[src/rtl/uart_rx_frame_ctrl_if.sv]
// Byte-stream, frame handshake and payload read port of the UART frame controller.
// The master side is the UART receiver plus consumer; the slave side is the controller.
interface uart_rx_frame_ctrl_if #(
    parameter int MAX_LEN = 16
);
    localparam int AW = (MAX_LEN > 1) ? $clog2(MAX_LEN) : 1;

    logic          i_RX_DV;
    logic [7:0]    i_RX_Byte;
    logic          i_Frame_Ack;
    logic [AW-1:0] i_Rd_Addr;
    logic [7:0]    o_Rd_Data;
    logic          o_Frame_Valid;
    logic [7:0]    o_Frame_Len;
    logic          o_Err_Stb;
    logic [1:0]    o_Err_Code;
    logic          o_Busy;

    modport master (
        output i_RX_DV, i_RX_Byte, i_Frame_Ack, i_Rd_Addr,
        input  o_Rd_Data, o_Frame_Valid, o_Frame_Len, o_Err_Stb, o_Err_Code, o_Busy
    );

    modport slave (
        input  i_RX_DV, i_RX_Byte, i_Frame_Ack, i_Rd_Addr,
        output o_Rd_Data, o_Frame_Valid, o_Frame_Len, o_Err_Stb, o_Err_Code, o_Busy
    );
endinterface

[src/rtl/uart_rx_frame_ctrl.sv]
// Frames the UART receiver byte stream (SYNC, LEN, payload, CHK), buffers the payload,
// checks length and checksum, enforces an inter-byte timeout and holds each good frame
// until the consumer acknowledges it.
//
// state    | meaning
// HUNT     | waiting for SYNC_BYTE, other bytes dropped
// GET_LEN  | expecting the length byte
// GET_DATA | storing payload bytes, accumulating checksum
// GET_CHK  | expecting the checksum byte
// HOLD     | good frame held for the consumer until ack
module uart_rx_frame_ctrl #(
    parameter int         CLKS_PER_BIT = 2604,
    parameter int         TIMEOUT_BITS = 20,
    parameter int         MAX_LEN      = 16,
    parameter logic [7:0] SYNC_BYTE    = 8'hA5
) (
    input  logic                 i_Clock,
    input  logic                 i_Rst,
    uart_rx_frame_ctrl_if.slave  bus
);
    localparam int         TIMEOUT_CLKS = CLKS_PER_BIT * TIMEOUT_BITS;
    localparam int         TW           = $clog2(TIMEOUT_CLKS + 1);
    localparam int         AW           = (MAX_LEN > 1) ? $clog2(MAX_LEN) : 1;
    localparam logic [7:0] MAX_LEN_B    = 8'(MAX_LEN);

    localparam logic [1:0] ERR_CHK     = 2'b00;
    localparam logic [1:0] ERR_LEN     = 2'b01;
    localparam logic [1:0] ERR_TIMEOUT = 2'b10;
    localparam logic [1:0] ERR_OVERRUN = 2'b11;

    typedef enum logic [2:0] {
        HUNT     = 3'd0,
        GET_LEN  = 3'd1,
        GET_DATA = 3'd2,
        GET_CHK  = 3'd3,
        HOLD     = 3'd4
    } state_t;

    state_t        state, state_nxt;
    logic [7:0]    len_q;
    logic [7:0]    sum_q;
    logic [AW-1:0] idx_q;
    logic [7:0]    idx_ext;
    logic [TW-1:0] tmo_cnt;
    logic [7:0]    frame_len_q;
    logic          err_stb_q;
    logic [1:0]    err_code_q;
    logic [7:0]    rd_data_q;
    logic [7:0]    mem [MAX_LEN];

    logic          in_frame;
    logic          tmo_hit;
    logic          err_fire;
    logic [1:0]    err_code_nxt;
    logic          ld_len;
    logic          wr_en;
    logic          ld_frame;

    assign idx_ext  = 8'(idx_q);
    assign in_frame = (state == GET_LEN) || (state == GET_DATA) || (state == GET_CHK);
    // A byte on the terminal-count cycle wins over the timeout.
    assign tmo_hit  = in_frame && !bus.i_RX_DV && (tmo_cnt == TW'(TIMEOUT_CLKS - 1));

    // State register.
    always_ff @(posedge i_Clock or posedge i_Rst) begin
        if (i_Rst) state <= HUNT;
        else       state <= state_nxt;
    end

    // Next-state decode plus the strobes that steer the datapath.
    always_comb begin
        state_nxt    = state;
        err_fire     = 1'b0;
        err_code_nxt = err_code_q;
        ld_len       = 1'b0;
        wr_en        = 1'b0;
        ld_frame     = 1'b0;
        case (state)
            HUNT: begin
                if (bus.i_RX_DV && (bus.i_RX_Byte == SYNC_BYTE)) state_nxt = GET_LEN;
            end
            GET_LEN: begin
                if (bus.i_RX_DV) begin
                    if ((bus.i_RX_Byte == 8'h00) || (bus.i_RX_Byte > MAX_LEN_B)) begin
                        err_fire     = 1'b1;
                        err_code_nxt = ERR_LEN;
                        state_nxt    = HUNT;
                    end else begin
                        ld_len    = 1'b1;
                        state_nxt = GET_DATA;
                    end
                end else if (tmo_hit) begin
                    err_fire     = 1'b1;
                    err_code_nxt = ERR_TIMEOUT;
                    state_nxt    = HUNT;
                end
            end
            GET_DATA: begin
                if (bus.i_RX_DV) begin
                    wr_en = 1'b1;
                    if (idx_ext == (len_q - 8'd1)) state_nxt = GET_CHK;
                end else if (tmo_hit) begin
                    err_fire     = 1'b1;
                    err_code_nxt = ERR_TIMEOUT;
                    state_nxt    = HUNT;
                end
            end
            GET_CHK: begin
                if (bus.i_RX_DV) begin
                    if (bus.i_RX_Byte == sum_q) begin
                        ld_frame  = 1'b1;
                        state_nxt = HOLD;
                    end else begin
                        err_fire     = 1'b1;
                        err_code_nxt = ERR_CHK;
                        state_nxt    = HUNT;
                    end
                end else if (tmo_hit) begin
                    err_fire     = 1'b1;
                    err_code_nxt = ERR_TIMEOUT;
                    state_nxt    = HUNT;
                end
            end
            HOLD: begin
                // Bytes arriving while a frame is held are dropped; the frame stays intact.
                if (bus.i_RX_DV) begin
                    err_fire     = 1'b1;
                    err_code_nxt = ERR_OVERRUN;
                end
                if (bus.i_Frame_Ack) state_nxt = HUNT;
            end
            default: state_nxt = HUNT;
        endcase
    end

    // Length, running checksum and payload index.
    always_ff @(posedge i_Clock or posedge i_Rst) begin
        if (i_Rst) begin
            len_q <= 8'h00;
            sum_q <= 8'h00;
            idx_q <= '0;
        end else if (ld_len) begin
            len_q <= bus.i_RX_Byte;
            sum_q <= bus.i_RX_Byte;
            idx_q <= '0;
        end else if (wr_en) begin
            sum_q <= sum_q + bus.i_RX_Byte;
            idx_q <= idx_q + AW'(1);
        end
    end

    // Inter-byte timer: idle outside the frame states, restarted by every byte.
    always_ff @(posedge i_Clock or posedge i_Rst) begin
        if (i_Rst)                      tmo_cnt <= '0;
        else if (!in_frame || bus.i_RX_DV) tmo_cnt <= '0;
        else                            tmo_cnt <= tmo_cnt + TW'(1);
    end

    // Held frame length and the error pulse / sticky code.
    always_ff @(posedge i_Clock or posedge i_Rst) begin
        if (i_Rst) begin
            frame_len_q <= 8'h00;
            err_stb_q   <= 1'b0;
            err_code_q  <= 2'b00;
        end else begin
            err_stb_q <= err_fire;
            if (err_fire) err_code_q  <= err_code_nxt;
            if (ld_frame) frame_len_q <= len_q;
        end
    end

    // Payload buffer; contents are deliberately not reset.
    always_ff @(posedge i_Clock) begin
        if (wr_en) mem[idx_q] <= bus.i_RX_Byte;
    end

    // Registered read port, usable in any state.
    always_ff @(posedge i_Clock or posedge i_Rst) begin
        if (i_Rst) rd_data_q <= 8'h00;
        else       rd_data_q <= mem[bus.i_Rd_Addr];
    end

    assign bus.o_Rd_Data     = rd_data_q;
    assign bus.o_Frame_Valid = (state == HOLD);
    assign bus.o_Frame_Len   = frame_len_q;
    assign bus.o_Err_Stb     = err_stb_q;
    assign bus.o_Err_Code    = err_code_q;
    assign bus.o_Busy        = (state != HUNT);
endmodule

[src/flat_wrapper.sv]
// flat-port wrapper written by rule: the top's interface ports become plain ports
module uart_rx_frame_ctrl_flat 
#(
    parameter int         CLKS_PER_BIT = 2604,
    parameter int         TIMEOUT_BITS = 20,
    parameter int         MAX_LEN      = 16,
    parameter logic [7:0] SYNC_BYTE    = 8'hA5
)
  (i_Clock, i_Rst, bus_i_RX_DV, bus_i_RX_Byte, bus_i_Frame_Ack, bus_i_Rd_Addr, bus_o_Rd_Data, bus_o_Frame_Valid, bus_o_Frame_Len, bus_o_Err_Stb, bus_o_Err_Code, bus_o_Busy);
  uart_rx_frame_ctrl_if #(.MAX_LEN(MAX_LEN)) bus_i ();
  input  logic i_Clock;
  input  logic i_Rst;
  input wire logic [$bits(bus_i.i_RX_DV)-1:0] bus_i_RX_DV;
  input wire logic [$bits(bus_i.i_RX_Byte)-1:0] bus_i_RX_Byte;
  input wire logic [$bits(bus_i.i_Frame_Ack)-1:0] bus_i_Frame_Ack;
  input wire logic [$bits(bus_i.i_Rd_Addr)-1:0] bus_i_Rd_Addr;
  output wire logic [$bits(bus_i.o_Rd_Data)-1:0] bus_o_Rd_Data;
  output wire logic [$bits(bus_i.o_Frame_Valid)-1:0] bus_o_Frame_Valid;
  output wire logic [$bits(bus_i.o_Frame_Len)-1:0] bus_o_Frame_Len;
  output wire logic [$bits(bus_i.o_Err_Stb)-1:0] bus_o_Err_Stb;
  output wire logic [$bits(bus_i.o_Err_Code)-1:0] bus_o_Err_Code;
  output wire logic [$bits(bus_i.o_Busy)-1:0] bus_o_Busy;
  assign bus_i.i_RX_DV = bus_i_RX_DV;
  assign bus_i.i_RX_Byte = bus_i_RX_Byte;
  assign bus_i.i_Frame_Ack = bus_i_Frame_Ack;
  assign bus_i.i_Rd_Addr = bus_i_Rd_Addr;
  assign bus_o_Rd_Data = bus_i.o_Rd_Data;
  assign bus_o_Frame_Valid = bus_i.o_Frame_Valid;
  assign bus_o_Frame_Len = bus_i.o_Frame_Len;
  assign bus_o_Err_Stb = bus_i.o_Err_Stb;
  assign bus_o_Err_Code = bus_i.o_Err_Code;
  assign bus_o_Busy = bus_i.o_Busy;
  uart_rx_frame_ctrl #(.CLKS_PER_BIT(CLKS_PER_BIT), .TIMEOUT_BITS(TIMEOUT_BITS), .MAX_LEN(MAX_LEN), .SYNC_BYTE(SYNC_BYTE)) u_core (.i_Clock(i_Clock), .i_Rst(i_Rst), .bus(bus_i));
endmodule
[config.mk]
export PLATFORM = sky130hd
export DESIGN_NAME = uart_rx_frame_ctrl_flat
export DESIGN_NICKNAME = d
export VERILOG_FILES = /design/src/rtl/uart_rx_frame_ctrl_if.sv /design/src/rtl/uart_rx_frame_ctrl.sv /design/src/flat_wrapper.sv
export SDC_FILE = /design/constraint.sdc
export NUM_CORES = 1
export LEC_CHECK = 0
export CORE_UTILIZATION = 60
export CTS_CLUSTER_SIZE = 16
export DETAILED_ROUTE_END_ITERATION = 7
export PLACE_DENSITY = 0.8
export SYNTH_ARGS = -nofsm -noshare
export SYNTH_HDL_FRONTEND = slang
export SYNTH_SLANG_ARGS = --single-unit
[constraint.sdc]
create_clock -name i_Clock -period 3.4 [get_ports i_Clock]
set_input_delay 0.68 -clock i_Clock [delete_from_list [all_inputs] [get_ports i_Clock]]
set_output_delay 0.68 -clock i_Clock [all_outputs]
set_load 0.02 [all_outputs]
==> flow_metrics.tcl <==
set metrics [dict create \
    outcome "complete, no violations" \
    min_path_cells 1 \
    synth.most_common_cell "edfxtp_1" \
    root_buffer "clkbuf_16" \
    grt_first_pass_wirelength_um 25000 \
    placed_cell_area_um2 8620 \
    arrival_ns 2.99 \
    cp-end-kind "flip-flop" \
    synth_edf_count 128 \
    cpMaxStageDelayCell "clkdlybuf4s50_1" \
    netlist_instances 498 \
    clk_latency_ns 0.42 \
    powerDensity_nw_per_um2 540 \
    tightest_slew_ns 0.967 \
    netlist_area_um2 7960 \
    finalInstanceArea_um2 9250 \
    hp-start "u_core.tmo_cnt[0]$_DFF_PP0_" \
    antenna_found_initial 0 \
    placementRows 41 \
    crit-reg2reg-capture "u_core.mem[2][6]$_DFFE_PP_" \
    synth_ff_type "edfxtp_1" \
    hold_end "u_core.tmo_cnt[0]$_DFF_PP0_" \
    finalHoldViolCount 0 \
    reg2regPathDepth 5 \
    numCtsBuffers 17 \
    period_minus_slack_ns 2.68 \
    coreArea_um2 12800 \
    critPathTopFamily "buffers and inverters" \
    clkSinkCount 186 \
    rsz0062_at_grt "no" \
    dieArea_um2 13700 \
    finalMaxSlewViolations 0 \
    place_hpwl_um 10500 \
    nNetsFinal 588 \
    slew_headroom_pct 35.4 \
    cts_tree "built" \
    yosysWarnings 0 \
    wirelength_um 15900 \
    synth_common_cells "edfxtp_1, dfrtp_1, mux4_2" \
    diodes 0 \
    p_total_uw 4990 \
    grt_overflow 0 \
    syn_area_per_cell_um2 16.0 \
    grt_pass1_vias 4653 \
    setup-tns-final_ns 0 \
    path_max_fanout 13 \
    drc 0 \
    grt_util_all_layers_pct 25.8 \
    setup_viol 0 \
    synthArstFlopShare_pct 31.2 \
    grt_max_degree 46 \
    gp_congestion 0.927 \
    path_cells "clkdlybuf4s50_1 > ha_1 > nor4_1 > and3_4 > nand4_1 > buf_4 > mux2_2" \
    drt_pre_antenna_iters 5 \
    via_per_inst 6.06 \
    drt_iter0_drc 374 \
    fin_util_pct 72.4 \
    die_w_um 117 \
    fin_skew_ns 0.0116 \
    fillerInstances 762 \
    port_buffers 36 \
    ctsHoldBuffers 0 \
    pin_count 37 \
    path_buf_inv 2 \
    clkTransAtPathRegs_ns 0.06 \
    fin_crit_sh_pct 78.8 \
    synth_largest_area_cell "edfxtp_1" \
    die_y_um 117 \
    cp-start-kind "input port" \
    worstSetupPathType "input port to flip-flop" \
    ant_nets 0 \
    layout-drive-gt1-share_pct 20.5 \
    multiInputGateArea_um2 2450 \
    worstPathRequired_ns 3.71 \
    hp-class "flip-flop to flip-flop" \
    post_cts_buffers 0 \
    fmax_ghz 0.373 \
    syn_nets 528 \
    worst_path_largest_cell_delay_ns 0.79 \
    htreeDepth 4 \
    fin_cells 743 \
    start_util_pct 62.3 \
    synthDistinctLibCells 54 \
    ir_drop_mv 0.335 \
    synth_area_leaders "edfxtp_1, dfrtp_1, mux4_2, ha_1, nor2_1" \
    drv_cap 0 \
    via_count 4503 \
    synth_top_area_share_pct 48.3 \
    dp_cells 711 \
    r2r-start "u_core.state[1]$_DFFE_PP0P_" \
    cellLeakagePower_uw 0.00340 \
    seq_area_um2 5300 \
    cts_resized 0 \
    wl_per_cell_um 21.4 \
    synth-seq-cells 186 \
    area_growth_pct 16.1 \
    cts_max_path_buffers 2 \
    crit_cells 7 \
    synth_seq_area_share_pct 66.5 \
    r2r_setup_slack_ns 1.29 \
]
## per-stage QoR
step                      hold WS, ns  setup slack [ns]
after CTS                       0.486             0.733
after detailed placement        0.475             0.370
after global routing            0.511             0.607
after global placement          0.444             0.472
after floorplan                 0.433             0.659
final                           0.476             0.719
## layer usage
layer | GRT usage [%] | vias up | share of wire [%] | routed length [um]
met5 | 0 | - | 0 | 0
met4 | 11.5 | 0 | 1.4 | 218
met3 | 5.56 | 22 | 5.9 | 936
met2 | 44.9 | 164 | 53 | 8500
met1 | 31.3 | 2282 | 39 | 6240
li1 | - | 2035 | - | -
## how the worst max path moves through the flow
stage	startpoint	to	slack (ns)
floorplan	bus_i_RX_DV	u_core.mem[0][0]$_DFFE_PP_	0.66
global placement	bus_i_RX_Byte[6]	u_core.len_q[4]$_DFFE_PP0P_	0.47
detailed placement	bus_i_RX_Byte[6]	u_core.bus.o_Frame_Len[5]$_DFFE_PP0P_	0.37
CTS	u_core.state[1]$_DFFE_PP0P_	bus_o_Frame_Valid	0.73
global route	bus_i_RX_Byte[6]	u_core.bus.o_Frame_Len[5]$_DFFE_PP0P_	0.61
finish	bus_i_RX_Byte[6]	u_core.bus.o_Frame_Len[5]$_DFFE_PP0P_	0.72
## power by group
| part | total [uW] | internal, uW | switching (uW) |
|---|---|---|---|
| Sequential | 2520 | 2470 | 43.7 |
| Clock | 2050 | 1270 | 780 |
| Combinational | 426 | 193 | 233 |
| Total | 4990 | 3940 | 1060 |
## cell usage in the layout, fill, tap and decap left out, types with 5 or more instances in the layout
cell and n:
mux4_2 40, and2_1 5, nor2b_1 6, o21ai_0 12, and3_1 8, xor2_1 11, nor4_1 10, inv_1 24
edfxtp_1 128, clkbuf_16 17, a21oi_1 11, nor2_1 28, mux2_2 8, or3_1 5, clkdlybuf4s50_1 35, nor3_1 10
xnor2_1 12, ha_1 13, dfrtp_1 58, nand3_1 15, buf_4 25, nand2_1 23
## sequential cells by signal (all words and copies together), names as in the netlist
signal / cells
u_core.state: 3
u_core.tmo_cnt: 16
u_core.idx_q: 4
u_core.bus.o_Frame_Len: 8
u_core.mem: 128
u_core.bus.o_Rd_Data: 8
u_core.len_q: 8
u_core.bus.o_Err_Stb: 1
u_core.sum_q: 8
u_core.bus.o_Err_Code: 2
## final cells by class
class / instances / share of cell area (%)
clock buffers: 22 / 5.02
clock inverters: 10 / 1.79
inverters: 25 / 1.01
multi-input cells: 266 / 26.5
flip-flops and latches: 186 / 57.3
well taps: 172 / 2.33
repair buffers: 62 / 6.09
## cells by family (layout without fill, tap and decap cells)
group / after synthesis / count (layout) / synth area share [%]
flip-flops: 186 / 186 / 66.5
multiplexers: 48 / 48 / 12.4
AND/OR/NAND/NOR: 128 / 128 / 8.86
XOR/XNOR: 23 / 23 / 2.53
adder cells (fa/ha/maj): 14 / 14 / 2.29
buffers and inverters: 46 / 119 / 2.72
AO/OA/AOI/OAI: 53 / 53 / 4.67
Note: power is estimated with default switching activity, not from simulation.
